## src/rtl/router_pkt_tx.sv

```systemverilog
// Packet source for the 1x3 router. It buffers a payload, then sends a header,
// the payload bytes and a parity byte, and samples the router error flag after each packet.
module router_pkt_tx #(
  parameter int MAX_LEN = 63,
  parameter int IFG     = 2,
  parameter int ERR_WIN = 3
) (
  input  logic       clk,
  input  logic       rstn,
  input  logic       start,
  input  logic [1:0] addr,
  input  logic [5:0] len,
  input  logic       inj_err,
  output logic       req_ready,
  output logic       req_rej,
  input  logic [7:0] pl_data,
  input  logic       pl_valid,
  output logic       pl_ready,
  output logic [7:0] tx_data,
  output logic       pkt_valid,
  input  logic       busy,
  output logic       done,
  output logic       tx_err,
  input  logic       error,
  output logic [2:0] state
);

  // Handshakes:
  //   request : taken on an edge where start & req_ready (req_ready only in IDLE).
  //   payload : a byte is taken on an edge where pl_valid & pl_ready (pl_ready only in LOAD).
  //   wire    : the presented byte is consumed on an edge where busy == 0 in HEADER,
  //             PAYLOAD or PARITY; while busy == 1, tx_data and pkt_valid hold.
  typedef enum logic [2:0] {
    S_IDLE    = 3'd0,
    S_LOAD    = 3'd1,
    S_HEADER  = 3'd2,
    S_PAYLOAD = 3'd3,
    S_PARITY  = 3'd4,
    S_ERRWAIT = 3'd5,
    S_GAP     = 3'd6
  } state_t;

  localparam int CW = 4;
  localparam logic [CW-1:0] WIN_LAST = CW'(ERR_WIN - 1);
  localparam logic [CW-1:0] GAP_LAST = CW'(IFG - 1);

  state_t cur, nxt;

  logic [5:0]    len_q;
  logic [1:0]    addr_q;
  logic          inj_q;
  logic [5:0]    wr_cnt;
  logic [5:0]    rd_ptr;
  logic [7:0]    parity;
  logic [CW-1:0] win_cnt;
  logic [CW-1:0] gap_cnt;
  logic          legal;
  logic [7:0]    mem [0:MAX_LEN-1];

  assign legal = (addr != 2'd3) && (len != 6'd0) && (int'(len) <= MAX_LEN);
  assign state = cur;

  // State register
  always_ff @(posedge clk) begin
    if (!rstn) cur <= S_IDLE;
    else       cur <= nxt;
  end

  // Next-state logic
  always_comb begin
    nxt = cur;
    case (cur)
      S_IDLE:    if (start && legal) nxt = S_LOAD;
      S_LOAD:    if (pl_valid && (wr_cnt == len_q - 6'd1)) nxt = S_HEADER;
      S_HEADER:  if (!busy) nxt = S_PAYLOAD;
      S_PAYLOAD: if (!busy && (rd_ptr == len_q - 6'd1)) nxt = S_PARITY;
      S_PARITY:  if (!busy) nxt = S_ERRWAIT;
      S_ERRWAIT: if (win_cnt == WIN_LAST) nxt = S_GAP;
      S_GAP:     if (gap_cnt == GAP_LAST) nxt = S_IDLE;
      default:   nxt = S_IDLE;
    endcase
  end

  // Output logic; wire outputs depend only on registered state, so they hold under busy.
  always_comb begin
    tx_data   = 8'd0;
    pkt_valid = 1'b0;
    case (cur)
      S_HEADER: begin
        tx_data   = {len_q, addr_q};
        pkt_valid = 1'b1;
      end
      S_PAYLOAD: begin
        tx_data   = mem[rd_ptr];
        pkt_valid = 1'b1;
      end
      S_PARITY: tx_data = parity ^ {7'd0, inj_q};
      default: ;
    endcase
    req_ready = (cur == S_IDLE);
    pl_ready  = (cur == S_LOAD);
    done      = (cur == S_GAP) && (gap_cnt == GAP_LAST);
  end

  // Request capture, pointers, parity, error window and gap counting
  always_ff @(posedge clk) begin
    if (!rstn) begin
      len_q   <= 6'd0;
      addr_q  <= 2'd0;
      inj_q   <= 1'b0;
      wr_cnt  <= 6'd0;
      rd_ptr  <= 6'd0;
      parity  <= 8'd0;
      win_cnt <= '0;
      gap_cnt <= '0;
      tx_err  <= 1'b0;
      req_rej <= 1'b0;
    end else begin
      req_rej <= (cur == S_IDLE) && start && !legal;
      case (cur)
        S_IDLE: begin
          if (start && legal) begin
            len_q   <= len;
            addr_q  <= addr;
            inj_q   <= inj_err;
            tx_err  <= 1'b0;
            wr_cnt  <= 6'd0;
            rd_ptr  <= 6'd0;
            win_cnt <= '0;
            gap_cnt <= '0;
          end
        end
        S_LOAD: if (pl_valid) wr_cnt <= wr_cnt + 6'd1;
        S_HEADER: if (!busy) parity <= {len_q, addr_q};
        S_PAYLOAD: begin
          if (!busy) begin
            parity <= parity ^ mem[rd_ptr];
            rd_ptr <= rd_ptr + 6'd1;
          end
        end
        S_ERRWAIT: begin
          win_cnt <= win_cnt + 1'b1;
          if (error) tx_err <= 1'b1;
        end
        S_GAP: gap_cnt <= gap_cnt + 1'b1;
        default: ;
      endcase
    end
  end

  // Payload buffer is plain storage; wr_cnt/rd_ptr define which entries are live.
  always_ff @(posedge clk) begin
    if ((cur == S_LOAD) && pl_valid) mem[wr_cnt] <= pl_data;
  end

endmodule

```

## config.mk

```make
export PLATFORM = sky130hd
export DESIGN_NAME = router_pkt_tx
export DESIGN_NICKNAME = d
export VERILOG_FILES = /design/src/rtl/router_pkt_tx.sv
export SDC_FILE = /design/constraint.sdc
export NUM_CORES = 1
export LEC_CHECK = 0
export ABC_AREA = 1
export BUFFER_PORTS_ARGS = -buffer_cell sky130_fd_sc_hd__clkbuf_2
export CORE_MARGIN = 4
export CORE_UTILIZATION = 35
export DETAILED_ROUTE_END_ITERATION = 12
export GPL_TIMING_DRIVEN = 0
export PLACE_DENSITY_LB_ADDON = 0.1
export SLEW_MARGIN = 10
export SYNTH_ARGS = -nofsm -noshare
export SYNTH_HDL_FRONTEND = slang
export SYNTH_SLANG_ARGS = --single-unit
```

## constraint.sdc

```tcl
create_clock -name clk -period 4.4 [get_ports clk]
set_input_delay 0.88 -clock clk [delete_from_list [all_inputs] [get_ports clk]]
set_output_delay 0.88 -clock clk [all_outputs]
set_load 0.01 [all_outputs]
```

==> results.ini <==
[outcome]
status=finished clean

[final_layout]
antenna_cells=0
nets=2278
final_common_cell=nand2_1
final_util_pct=40.5
drive_gt1_share_pct=10.4
area_growth_pct=14.5
mostFrequentLayoutCells=nand2_1, edfxtp_1, nand3_1, nor2_1, clkbuf_16

[synthesis]
ys_seq_area_share_pct=69.1
synthArstFlopShare_pct=0
ys.flop_type=edfxtp_1
synth-edff-count=504
synth_cell_types=35
ys_ff_latch=552
syn_nets=2174
syn-instance-count=2144
netlist_area_um2=23300
avgSynthCellArea_um2=10.9
yosysWarnings=0

[critical_path]
path_cells=buf_4, clkbuf_1, nand3_1, nand3_1, nand2_1, nand2_1, nand3_1, nand3_1, nand2_1, nand2_1, o221ai_1, clkbuf_2
cp.arrival_ns=3.38
worst_setup_path_end_kind=output port
crit_fanout=10
critical_path_class=flip-flop to output port
startpoint_type=flip-flop
cp_slowest_cell=clkbuf_1
max_stage_delay_ns=0.80
required_ns=3.52

[sta]
worstMarginPinSlew_ns=1.19
timing.final.crit_share_pct=96.8
fin_skew_ns=0.0203
layout_setup_ws_ns=0.140
finalSetupViolCount=0
setup_tns_ns=0
whs_ns=0.447
fmax_mhz=235
layout_min_cycle_time_ns=4.26
slew_headroom_pct=20.6
maxSlewViolCount=0
hold_viol_final=0
rsz0062_at_grt=false

[floorplanning]
fp.dieArea_um2=70700
die_w_um=266
start_util_pct=35.3
ios=40
die_y_um=266
core_um2=65900
rows=94

[cts]
cts-root-buf=clkbuf_16
cts_tree=built
clock_latency_ns=0.63
cts_setup_buffers=0
clk_pin_slew_ns=0.06
cts_made_buffers=60
clock-sinks=552
clockBufferDepth=3
htree_num_levels=2

[pwr]
vdd_drop_max_mv=0.294
powerDensity_nw_per_um2=463
leakagePower_nw=9.68
finalPower_mw=12.3

[route]
avgViaCountPerCell=5.29
wl_per_cell_um=26.2
drtIter0Drc=1672
wl_um=82800
num_vias=16700
ant_nets=0
dr.pass1.iters=9
drc=0

[grt]
grt_pass1_wl_um=116000
gr-total-overflow=0
grt_pass1_vias=16100
grt_antenna_before_repair=2
grtUsageTotal_pct=23.0
grt_start_max_net_pins=64

[placement]
port_buffers=38
post-place-ws_ns=0.678
place_hpwl_um=57600
gp_congestion=0.987

[flow_run]
drv_cap=0

[worst_hold_path]
hp-class=flip-flop to flip-flop

==> metal layers <==
| metal | part of all wire [%] | vias up | GRT usage [%] |
|---|---|---|---|
| met3 | 6.6 | 148 | 3.67 |
| met5 | 0 | - | 0 |
| li1 | - | 7664 | - |
| met2 | 46 | 610 | 37.1 |
| met4 | 4.5 | 0 | 9.35 |
| met1 | 43 | 8294 | 31.4 |
==> critical path: cells and delay by family (launching register included) <==
| kind | cells | cell delay [ns] |
|---|---|---|
| AND/OR/NAND/NOR | 8 | 1.20 |
| buffers and inverters | 3 | 1.11 |
| flip-flops | 1 | 0.31 |
| AO/OA/AOI/OAI | 1 | 0.12 |
==> worst paths after layout <==
kind,startpoint,endpoint,slack [ns],cells after the start
worst max-delay path,flip-flop,tx_data[6],0.14,12
worst min-delay path,tx_err,tx_err,0.45,2
worst max register to register,state[0],mem[1][3],1.03,6
worst min register to register,tx_err,tx_err,0.45,2
==> layout make-up <==
class	instances	area (um^2)
Fill cell	6369	39200
Sequential cell	552	16100
Multi-Input combinational cell	1412	6190
Clock buffer	73	1670
Tap cell	864	1080
Buffer	116	752
Clock inverter	38	334
Timing Repair Buffer	42	298
Inverter	64	248
==> cell families (layout without fill, tap and decap cells) <==
| logic type | count (synthesis) | in the layout | synth area share [%] |
|---|---|---|---|
| and+or+nand+nor | 1316 | 1316 | 24.0 |
| DFF | 552 | 552 | 69.1 |
| buffers and inverters | 180 | 333 | 4.28 |
| AOI/OAI and AO/OA | 82 | 82 | 1.97 |
| adders and majority gates | 7 | 7 | 0.376 |
| xor gates and xnor gates | 7 | 7 | 0.263 |
==> synth_stat cells (2+ instances only) <==
cell,number,area (um^2)
a21oi_1,42,210
buf_1,6,22.5
buf_2,52,260
buf_4,14,105
buf_6,24,270
clkbuf_1,19,71.3
dfxtp_1,48,961
edfxtp_1,504,15100
ha_1,7,87.6
inv_1,59,221
inv_2,3,11.3
nand2_1,713,2680
nand3_1,453,2270
nand4_1,8,50.1
nor2_1,124,465
nor2_2,4,25.0
nor2_4,2,22.5
nor3_1,8,40.0
nor3b_1,2,15.0
o211a_1,2,20.0
o211ai_1,2,15.0
o21ai_0,24,120
o21ai_1,2,10.0
o221ai_1,6,52.6
xor2_1,6,52.6
==> timing repair <==
action | in CTS | in global routing
setup endpoints to repair | 0 | 4
resized for setup | 0 | 6
hold buffers | 0 | 0
==> flip-flops by register name (all words and copies together), names as in the netlist, named ones only <==
| name | count |
|---|---|
| mem | 504 |
| parity | 8 |
| len_q | 6 |
| rd_ptr | 6 |
| wr_cnt | 6 |
| gap_cnt | 4 |
| win_cnt | 4 |
| state | 3 |
| addr_q | 2 |
| inj_q | 1 |
| req_rej | 1 |
| tx_err | 1 |
==> metrics by stage <==
| stage | area (um^2) | cells |
|---|---|---|
| CTS | 26700 | 3161 |
| global route | 26700 | 3161 |
| floorplan | 23300 | 2144 |
| global placement | 24600 | 3046 |
| detailed placement | 24700 | 3050 |
| finish | 26700 | 3161 |
==> report_power, final <==
part           internal [mW]  switching (mW)
Combinational          0.366           0.997
Sequential              5.79          0.0513
Clock                   3.03            2.12
Total                   9.18            3.17
(Power assumes the default switching activity.)
